===== src/rtl/mem_arb_pkg.sv =====
// Shared types and counter widths for the memory port arbiter.
// Holds the FSM state encoding and the identity of the access owner.
package mem_arb_pkg;

   localparam int CNT_W = 4;

   typedef enum logic [1:0] {ARB_IDLE, ARB_ACCESS, ARB_RESP} arb_state_t;
   typedef enum logic {OWN_IF, OWN_D} arb_owner_t;

endpackage


===== src/rtl/mem_arb_grant.sv =====
// Combinational grant decision between fetch and data requesters.
// Data wins unless it is idle or has used up its burst allowance while a fetch waits.
module mem_arb_grant
   import mem_arb_pkg::*;
#(
   parameter int MAX_DATA_BURST = 4
)
(
   input  logic             if_req,
   input  logic             d_req,
   input  logic             halted,
   input  logic [CNT_W-1:0] burst_cnt,
   output logic             grant_valid,
   output arb_owner_t       grant_owner
);

   logic fetch_due;

   always_comb begin
      fetch_due   = if_req && (burst_cnt == CNT_W'(MAX_DATA_BURST));
      grant_valid = (if_req || d_req) && !halted;
      grant_owner = (d_req && !fetch_due) ? OWN_D : OWN_IF;
   end

endmodule


===== src/rtl/mem_port_arbiter.sv =====
// Shares one fixed-latency, byte-lane memory between instruction fetch and load/store.
// Optional grant/conflict counters are enabled by defining MEM_ARB_PERF_EN.
module mem_port_arbiter
   import mem_arb_pkg::*;
#(
   parameter int MEM_LATENCY    = 1,
   parameter int MAX_DATA_BURST = 4
)
(
   input  logic        clk,
   input  logic        rst_b,
   input  logic        halted,
   input  logic        if_req,
   input  logic [31:0] if_addr,
   output logic        if_ack,
   output logic [31:0] if_rdata,
   input  logic        d_req,
   input  logic        d_we,
   input  logic [31:0] d_addr,
   input  logic [7:0]  d_wdata [0:3],
   output logic        d_ack,
   output logic [31:0] d_rdata,
   output logic [31:0] mem_addr,
   output logic [7:0]  mem_data_in [0:3],
   output logic        mem_write_en,
   input  logic [7:0]  mem_data_out [0:3],
   output arb_state_t  dbg_state
`ifdef MEM_ARB_PERF_EN
   ,
   output logic [31:0] perf_if_grants,
   output logic [31:0] perf_d_grants,
   output logic [31:0] perf_conflicts
`endif
);

   arb_state_t       state;
   arb_owner_t       owner_q;
   logic [CNT_W-1:0] lat_cnt;
   logic [CNT_W-1:0] burst_cnt;
   logic [31:0]      addr_q;
   logic             we_q;
   logic [7:0]       wdata_q [0:3];
   logic [31:0]      rdata_q;

   logic             grant_valid;
   arb_owner_t       grant_owner;
   logic             in_access;
   logic             last_cycle;

   mem_arb_grant #(
      .MAX_DATA_BURST (MAX_DATA_BURST)
   ) u_grant (
      .if_req      (if_req),
      .d_req       (d_req),
      .halted      (halted),
      .burst_cnt   (burst_cnt),
      .grant_valid (grant_valid),
      .grant_owner (grant_owner)
   );

   assign in_access  = (state == ARB_ACCESS);
   assign last_cycle = in_access && (lat_cnt == CNT_W'(MEM_LATENCY - 1));

   always_ff @(posedge clk) begin
      if (rst_b) begin
         state     <= ARB_IDLE;
         owner_q   <= OWN_IF;
         lat_cnt   <= '0;
         burst_cnt <= '0;
         addr_q    <= '0;
         we_q      <= 1'b0;
         wdata_q   <= '{default: 8'h00};
         rdata_q   <= '0;
      end else begin
         case (state)
            ARB_IDLE: begin
               if (grant_valid) begin
                  state   <= ARB_ACCESS;
                  lat_cnt <= '0;
                  owner_q <= grant_owner;
                  addr_q  <= (grant_owner == OWN_D) ? d_addr : if_addr;
                  we_q    <= (grant_owner == OWN_D) && d_we;
                  wdata_q <= d_wdata;
                  // Only data grants that starve a waiting fetch use up the burst allowance.
                  if ((grant_owner == OWN_D) && if_req) begin
                     if (burst_cnt != CNT_W'(MAX_DATA_BURST))
                        burst_cnt <= burst_cnt + CNT_W'(1);
                  end else begin
                     burst_cnt <= '0;
                  end
               end
            end
            ARB_ACCESS: begin
               if (last_cycle) begin
                  rdata_q <= {mem_data_out[0], mem_data_out[1], mem_data_out[2], mem_data_out[3]};
                  state   <= ARB_RESP;
               end else begin
                  lat_cnt <= lat_cnt + CNT_W'(1);
               end
            end
            ARB_RESP: state <= ARB_IDLE;
            default:  state <= ARB_IDLE;
         endcase
      end
   end

   always_comb begin
      mem_addr     = in_access ? addr_q : 32'h0;
      mem_write_en = last_cycle && we_q;
      for (int i = 0; i < 4; i++)
         mem_data_in[i] = in_access ? wdata_q[i] : 8'h00;
      if_ack    = (state == ARB_RESP) && (owner_q == OWN_IF);
      d_ack     = (state == ARB_RESP) && (owner_q == OWN_D);
      if_rdata  = rdata_q;
      d_rdata   = rdata_q;
      dbg_state = state;
   end

`ifdef MEM_ARB_PERF_EN
   always_ff @(posedge clk) begin
      if (rst_b) begin
         perf_if_grants <= '0;
         perf_d_grants  <= '0;
         perf_conflicts <= '0;
      end else if (state == ARB_IDLE) begin
         if (grant_valid && (grant_owner == OWN_IF)) perf_if_grants <= perf_if_grants + 32'd1;
         if (grant_valid && (grant_owner == OWN_D))  perf_d_grants  <= perf_d_grants + 32'd1;
         if (if_req && d_req && !halted)             perf_conflicts <= perf_conflicts + 32'd1;
      end
   end
`endif

endmodule


===== config.mk =====
export PLATFORM = sky130hd
export DESIGN_NAME = mem_port_arbiter
export DESIGN_NICKNAME = d
export VERILOG_FILES = /design/src/rtl/mem_arb_pkg.sv /design/src/rtl/mem_arb_grant.sv /design/src/rtl/mem_port_arbiter.sv
export SDC_FILE = /design/constraint.sdc
export NUM_CORES = 1
export LEC_CHECK = 0
export CELL_PAD_IN_SITES_DETAIL_PLACEMENT = 0
export CELL_PAD_IN_SITES_GLOBAL_PLACEMENT = 2
export CORE_MARGIN = 8
export CORE_UTILIZATION = 20
export CTS_CLUSTER_SIZE = 40
export DETAILED_ROUTE_END_ITERATION = 7
export PLACE_DENSITY = 0.79
export SYNTH_ARGS = -nofsm -noshare
export SYNTH_HDL_FRONTEND = slang
export SYNTH_SLANG_ARGS = --single-unit
export TNS_END_PERCENT = 5

===== constraint.sdc =====
create_clock -name clk -period 1.55 [get_ports clk]
set_clock_uncertainty 0.15 [all_clocks]
set_input_delay 0.31 -clock clk [delete_from_list [all_inputs] [get_ports clk]]
set_output_delay 0.31 -clock clk [all_outputs]
set_load 0.02 [all_outputs]

==> results of run 1 <==
[report_power, final]
group | switching (mW) | leakage [nW] | internal, mW
clock network | 1.20 | 0.137 | 1.13
registers | 0.0784 | 0.886 | 2.94
logic | 0.805 | 2.49 | 0.817
[registers in the layout, summed over array words and instances, names as in the netlist]
signal,cells
dbg_state,2
addr_q,32
burst_cnt,4
we_q,1
d_rdata,32
owner_q,1
wdata_q,32
lat_cnt,4
[final cells by class]
class	instances	area, µm²	share of cell area [%]
diodes	1	2.50	0.0268
clock buffers	10	229	2.45
clock inverters	6	56.3	0.603
inverters	40	150	1.61
multi-input cells	375	2910	31.2
flip-flops and latches	108	2170	23.3
well taps	341	427	4.57
repair buffers	330	3380	36.2
[placed cells by master, fill, tap and decap left out, drive strengths merged, types with 33 or more instances in the layout]
cell type / n
buf: 133
clkdlybuf4s50: 130
dfxtp: 108
inv: 43
clkbuf: 42
nand3: 37
a21oi: 36
nor2: 35
o21ai: 35
nand4: 34
and2: 34
a22o: 33
o221ai: 33
nand2b: 33
[final timing paths]
kind,to,cells past startpoint
setup / recovery,mem_addr[0],5
hold / removal,d_rdata[5],3
setup reg to reg,lat_cnt[2],6
hold reg to reg,we_q,1
[routing by layer]
metal | vias up | share of wire, %
li1 | 2715 | -
met1 | 2547 | 42
met2 | 175 | 49
met3 | 19 | 6.9
met4 | 0 | 1.7
met5 | - | 0
[metrics by stage]
step | worst slack (ns) | utilization, %
floorplan | -0.0683 | -
global placement | -0.465 | 33.1
detailed placement | -0.489 | 33.1
CTS | -0.442 | 34.7
global route | -0.439 | 34.8
finish | -0.369 | 34.8
[logic make-up (layout without fill, tap and decap cells)]
logic type               count (synthesis)  count (layout)
AO/OA/AOI/OAI                          180             180
adder cells (fa/ha/maj)                  4               4
buffers and inverters                  140             386
flip-flops                             108             108
multiplexers                             1               1
other                                    0               1
AND/OR/NAND/NOR                        190             190
[worst max-delay path, cell delays in order (launching register included)]
cell and delay (ns):
sky130_fd_sc_hd__dfxtp_4 0.37, sky130_fd_sc_hd__nand2b_4 0.20, sky130_fd_sc_hd__buf_12 0.16, sky130_fd_sc_hd__clkbuf_16 0.16
sky130_fd_sc_hd__nor2_4 0.09, sky130_fd_sc_hd__buf_6 0.12
[timing repair]
action | 4_1_cts | 5_1_grt
endpoints found under the setup margin | 239 | 225
pin swaps | 29 | 31
resized for setup | 501 | 101
hold buffers | 0 | 0
cloned | 2 | 1
buffers inserted | 3 | 1
==> results.rst, run 1 <==
.. list-table::
   :header-rows: 1

   * - Metric
     - Value
   * - Status
     - finished with violations
   * - Violated checks
     - setup timing
   * - Pins Over Slew Limit
     - 0
   * - Final Total Pwr
     - 6.96 mW
   * - Finished Cell Area
     - 9330 µm²
   * - Number of nets in the synthesized netlist
     - 761
   * - Synth Area in Compound Gates
     - 25.9%
   * - Final min period
     - 1.92 ns
   * - Mux cell area share after synthesis
     - 0.185%
   * - Post-route setup TNS
     - -30.35 ns
   * - Average wire per standard cell
     - 18.3 µm
   * - DRT Wirelength
     - 22100 µm
   * - Startpoint of the most critical hold path
     - rst_b
   * - Top cells by count, synth
     - sky130_fd_sc_hd__dfxtp_1, sky130_fd_sc_hd__inv_1, sky130_fd_sc_hd__nand3_1
   * - Vias
     - 5456
   * - HPWL after detailed placement
     - 15500 µm
   * - Critical path origin
     - dbg_state[1]
   * - Worst Hold Class
     - primary input to flip-flop
   * - Vertical die dimension
     - 181 µm
   * - Via count of the first global-routing pass
     - 5833
   * - 1st-iter DRT viols
     - 226
   * - Max-Slew Margin vs Limit
     - 81.2%
   * - Max rail drop VDD
     - 479 µV
   * - Register clock-pin slew on the reported worst setup and hold paths
     - 0.08 ns
   * - CTS Buffer Depth
     - 2
   * - Met1 track demand over resource in global routing
     - 15.1%
   * - Die Footprint
     - 32600 µm²
   * - Global-route wire length before repair
     - 34500 µm
   * - Area of the mapped netlist
     - 5420 µm²
   * - Worst Hold Margin
     - 0.242 ns
   * - Register area share after synthesis
     - 39.9%
   * - FF-to-FF Start
     - dbg_state[1]
   * - Dominant cell by count in the synthesized netlist
     - sky130_fd_sc_hd__dfxtp_1
   * - CTS Root Buffer Type
     - sky130_fd_sc_hd__clkbuf_16
   * - Post-layout nets
     - 1002
   * - Transition time at the pin with the least slew margin
     - 0.282 ns
   * - Leading area contributor after synthesis
     - sky130_fd_sc_hd__dfxtp_1
   * - Data required time of the critical path
     - 1.09 ns
   * - Fraction of layout cells with a size suffix above 1
     - 30.4%
   * - Total number of yosys warnings
     - 0
   * - Post-synthesis to final-layout area growth
     - 72.1%
   * - Simple-Gate Fraction of Synth Area
     - 19.8%
   * - Syn_area_per_cell
     - 8.70 µm²
   * - Overall global routing resource usage
     - 13.1%
   * - # Max-Cap Violations
     - 0
   * - Setup slack of the most critical reg-to-reg path
     - -0.34 ns
   * - Total overflow reported by the global router
     - 0
   * - Number of placed instances, taps included
     - 1188
   * - Unique cell type count in the Yosys netlist
     - 43
   * - Static Leak
     - 3.51 nW
   * - Class of the most critical setup path
     - flip-flop to primary output
   * - Detailed Routing Iterations Pass 1
     - 7
   * - Die X-Extent
     - 181 µm
   * - Core footprint
     - 26800 µm²
   * - Clk sink count
     - 108
   * - Antenna Nets Post-Route
     - 0
   * - Number of CTS-inserted buffers
     - 9
   * - Count of buffers inserted at the top-level ports
     - 266
   * - CTS tree
     - done
   * - Async S/R FF share, synth
     - 0%
   * - Largest net degree at the start of global routing
     - 38
   * - Post-synthesis sequential element count
     - 108
   * - # rows
     - 60
   * - Antenna violations before repair
     - 1
   * - Main flop type after synthesis
     - sky130_fd_sc_hd__dfxtp_1
   * - Main combinational cell family by area after synthesis
     - compound AO/OA/AOI/OAI gates
   * - Cell area power density
     - 746 nW/µm²
   * - H-tree depth
     - 3
   * - Final setup violation count
     - 172
   * - Grt met2 use
     - 22.6%
   * - Top cell type's share of synthesized area
     - 39.9%
   * - Adder-cell area share of the yosys netlist
     - 0.923%
   * - Most area-consuming cells after synthesis
     - sky130_fd_sc_hd__dfxtp_1, sky130_fd_sc_hd__a2111o_1, sky130_fd_sc_hd__a22o_1
   * - Ports placed on the boundary
     - 267
   * - Clock insertion delay at the later pin of the skew report
     - 0.35 ns
   * - Post-route insts no fill
     - 1211
   * - Number of remaining DRC errors
     - 0
   * - Dpl cell area
     - 8870 µm²
   * - RSZ-0062 raised after global routing
     - yes
   * - Post-layout worst setup margin
     - -0.369 ns
   * - Initial Utilization
     - 20.2%
   * - RD Place Congestion
     - 0.734
   * - Category of the worst setup path capture point
     - primary output
   * - Count of flip-flops with a built-in enable after synthesis
     - 0
   * - Met3 routing resource usage after global routing
     - 4.42%
   * - Maximum fanout along the worst path
     - 5
   * - Busiest metal layer after global routing
     - met2
   * - Fill count
     - 2749
   * - Max frequency
     - 0.521 GHz
   * - Xor-xnor portion of the synthesized cell area
     - 0%
   * - Final-report hold violation count
     - 0
   * - Count of mapped cells out of synthesis
     - 623
   * - Data arrival, critical path
     - 1.46 ns
   * - Nature of the critical path startpoint
     - flip-flop
   * - Drt via density
     - 4.51
   * - Fin crit share
     - 124%
Note: power is estimated with default switching activity, not from simulation.
==> run 2, diff against run 1 <==
Settings changed: PLACE_DENSITY 0.79 to not set, PLACE_DENSITY_LB_ADDON set to 0.15.
==> run 2 against run 1 <==
  * The run still ends with setup timing left
  * Global-route usage is 0.45 points higher
  * Largest cell class unchanged
  * Hold slack improved by 0.086 ns
  * Largest power group unchanged
  * Sequential power barely moved
  * Combinational power is 6% higher
  * Via count rose by 3.4%
  * Sequential cell count is the same
==> results.rst, run 2 (same netlist as run 1, synthesis figures left out) <==
.. list-table::
   :header-rows: 1

   * - Metric
     - Value
   * - # rows
     - 60 (unchanged)
   * - Detailed Routing Iterations Pass 1
     - 4 (-3)
   * - Die X-Extent
     - 181 µm (unchanged)
   * - CTS tree
     - done
   * - Register clock-pin slew on the reported worst setup and hold paths
     - 0.08 ns (about the same)
   * - Via count of the first global-routing pass
     - 6026 (+3.3%)
   * - Family with the most delay on the worst path
     - buffers and inverters
   * - Post-layout worst setup margin
     - -0.426 ns (-0.0563 ns)
   * - Fraction of layout cells with a size suffix above 1
     - 32.0% (+1.7 points)
   * - CTS Buffer Depth
     - 2 (unchanged)
   * - Largest net degree at the start of global routing
     - 39 (+2.6%)
   * - Final Total Pwr
     - 7.05 mW (+1.3%)
   * - Global-route wire length before repair
     - 35500 µm (+2.9%)
   * - RD Place Congestion
     - 0.742 (+1.1%)
   * - Final min period
     - 1.98 ns (+0.0563 ns)
   * - Vias
     - 5644 (+3.4%)
   * - Status
     - finished with violations
   * - Number of placed instances, taps included
     - 1182 (-0.51%)
   * - DRT Wirelength
     - 23800 µm (+7.4%)
   * - Number of buffers and inverters on the critical path
     - 4 (+1)
   * - Antenna Nets Post-Route
     - 0 (unchanged)
   * - Transition time at the pin with the least slew margin
     - 0.563 ns (+0.281 ns)
   * - Cell area power density
     - 736 nW/µm² (-1.4%)
   * - Average wire per standard cell
     - 19.5 µm (+6.5%)
   * - Max rail drop VDD
     - 553 µV (+15%)
   * - Minimum setup slack after placement
     - -0.727 ns (-0.238 ns)
   * - Initial Utilization
     - 20.2% (unchanged)
   * - Class of the most critical setup path
     - flip-flop to primary output
   * - Antenna Diode Count
     - 0 (-1)
   * - Maximum fanout along the worst path
     - 5 (unchanged)
   * - Max frequency
     - 0.506 GHz (-2.8%)
   * - Total overflow reported by the global router
     - 0 (unchanged)
   * - Most common cell after layout, fill and taps aside
     - sky130_fd_sc_hd__clkdlybuf4s50_1
   * - Drt via density
     - 4.62 (+2.6%)
   * - H-tree depth
     - 3 (unchanged)
   * - Post-layout nets
     - 1013 (+1.1%)
   * - Fill count
     - 2718 (-1.1%)
   * - # Max-Cap Violations
     - 0 (unchanged)
   * - RSZ-0062 raised after global routing
     - yes
   * - Count of buffers inserted at the top-level ports
     - 266 (unchanged)
   * - Clk sink count
     - 108 (unchanged)
   * - HPWL after detailed placement
     - 16800 µm (+7.8%)
   * - Data arrival, critical path
     - 1.52 ns (+0.06 ns)
   * - Worst Hold Class
     - flip-flop to flip-flop
   * - Nature of the critical path startpoint
     - flip-flop
   * - Antenna violations before repair
     - 2 (+1)
   * - Post-synthesis to final-layout area growth
     - 76.8%
   * - CP cell instances
     - nor2b_4 > buf_12 > buf_12 > buf_16 > and3_4 > buf_6
   * - Final-report hold violation count
     - 0 (unchanged)
   * - Hold Buf Count CTS
     - 0 (unchanged)
   * - Pins Over Slew Limit
     - 0 (unchanged)
   * - Clock insertion delay at the later pin of the skew report
     - 0.35 ns (about the same)
   * - Final setup violation count
     - 175 (+1.7%)
   * - Fin crit share
     - 127% (+3.6 points)
   * - Static Leak
     - 3.58 nW (+2.1%)
   * - Number of CTS-inserted buffers
     - 9 (unchanged)
   * - Max-Slew Margin vs Limit
     - 62.4% (-19 points)
   * - Core footprint
     - 26800 µm² (unchanged)
   * - Data required time of the critical path
     - 1.09 ns (about the same)
   * - Die Footprint
     - 32600 µm² (unchanged)
   * - Post-route insts no fill
     - 1221 (+0.83%)
   * - Ports placed on the boundary
     - 267 (unchanged)
   * - Slowest stage cell, crit path
     - sky130_fd_sc_hd__dfxtp_4
   * - Category of the worst setup path capture point
     - primary output
   * - Number of remaining DRC errors
     - 0 (unchanged)
   * - Dominant cell type by count on the critical path
     - sky130_fd_sc_hd__buf_12
   * - CTS Root Buffer Type
     - sky130_fd_sc_hd__clkbuf_16
   * - Overall global routing resource usage
     - 13.6% (+0.45 points)
   * - Highest-count cells in the layout ignoring fill and taps
     - sky130_fd_sc_hd__clkdlybuf4s50_1, sky130_fd_sc_hd__dfxtp_1, sky130_fd_sc_hd__buf_4
   * - Violated checks
     - setup timing
   * - 1st-iter DRT viols
     - 222 (-1.8%)
   * - Vertical die dimension
     - 181 µm (unchanged)
   * - Delay of the slowest cell on the worst path
     - 0.36 ns (about the same)
## run 2: cell types whose count changed in the layout (fill, tap and decap cells not counted), moves of 5 or more
cell / before / now
sky130_fd_sc_hd__clkbuf_2: 31 / 24
sky130_fd_sc_hd__buf_6: 70 / 52
sky130_fd_sc_hd__dlygate4sd2_1: 16 / 11
sky130_fd_sc_hd__buf_4: 39 / 60
sky130_fd_sc_hd__o221ai_2: 0 / 9
sky130_fd_sc_hd__clkdlybuf4s15_1: 14 / 23
sky130_fd_sc_hd__o221ai_1: 33 / 24
## run 2: final timing paths
check                                   from  cells after the start  slack [ns]      endpoint
worst max-delay path            dbg_state[0]                      6       -0.43  mem_write_en
worst min-delay path              wdata_q[6]                      1        0.33    wdata_q[6]
worst max register to register  dbg_state[0]                      8       -0.35   wdata_q[22]
worst min register to register    wdata_q[6]                      1        0.33    wdata_q[6]
## run 2: repair_timing
action | in CTS | in global routing
setup endpoints to repair | 240 | 220
buffers inserted | 5 | 11
pin swaps | 33 | 37
gates resized for setup | 525 | 75
cloned | 3 | 4
## run 2: layer usage
metal  track usage [%]  up-vias  wire, µm
li1                  -     2744         -
met1              15.6     2697      9920
met2              23.4      177     11800
met3              5.06       22      1710
met4              3.47        4       324
met5                 0        -        24
## run 2: power by group
part | switching, mW | total (mW) | internal, mW
combinational | 0.840 | 1.72 | 0.880
clock | 1.15 | 2.31 | 1.16
sequential | 0.0811 | 3.02 | 2.93
## run 2: final cells by class
type / instances / area (µm²) / area share (%)
clock buffers: 11 / 243 / 2.53
clock inverters: 5 / 43.8 / 0.457
inverters: 40 / 150 / 1.57
multi-input cells: 376 / 3010 / 31.4
flip-flops and latches: 108 / 2170 / 22.7
well taps: 341 / 427 / 4.45
repair buffers: 340 / 3530 / 36.9
## run 2: metrics by stage
step           hold WS, ns  area (µm²)  setup TNS [ns]  util, %
2_1_floorplan        0.284        5810           -5.16        -
3_3_place_gp         0.305        8770          -78.58     32.7
3_5_place_dp         0.307        8770          -79.07     32.7
4_1_cts              0.302        9350          -45.62     34.9
5_1_grt              0.342        9580          -55.33     35.8
6_report             0.328        9580          -43.56     35.8
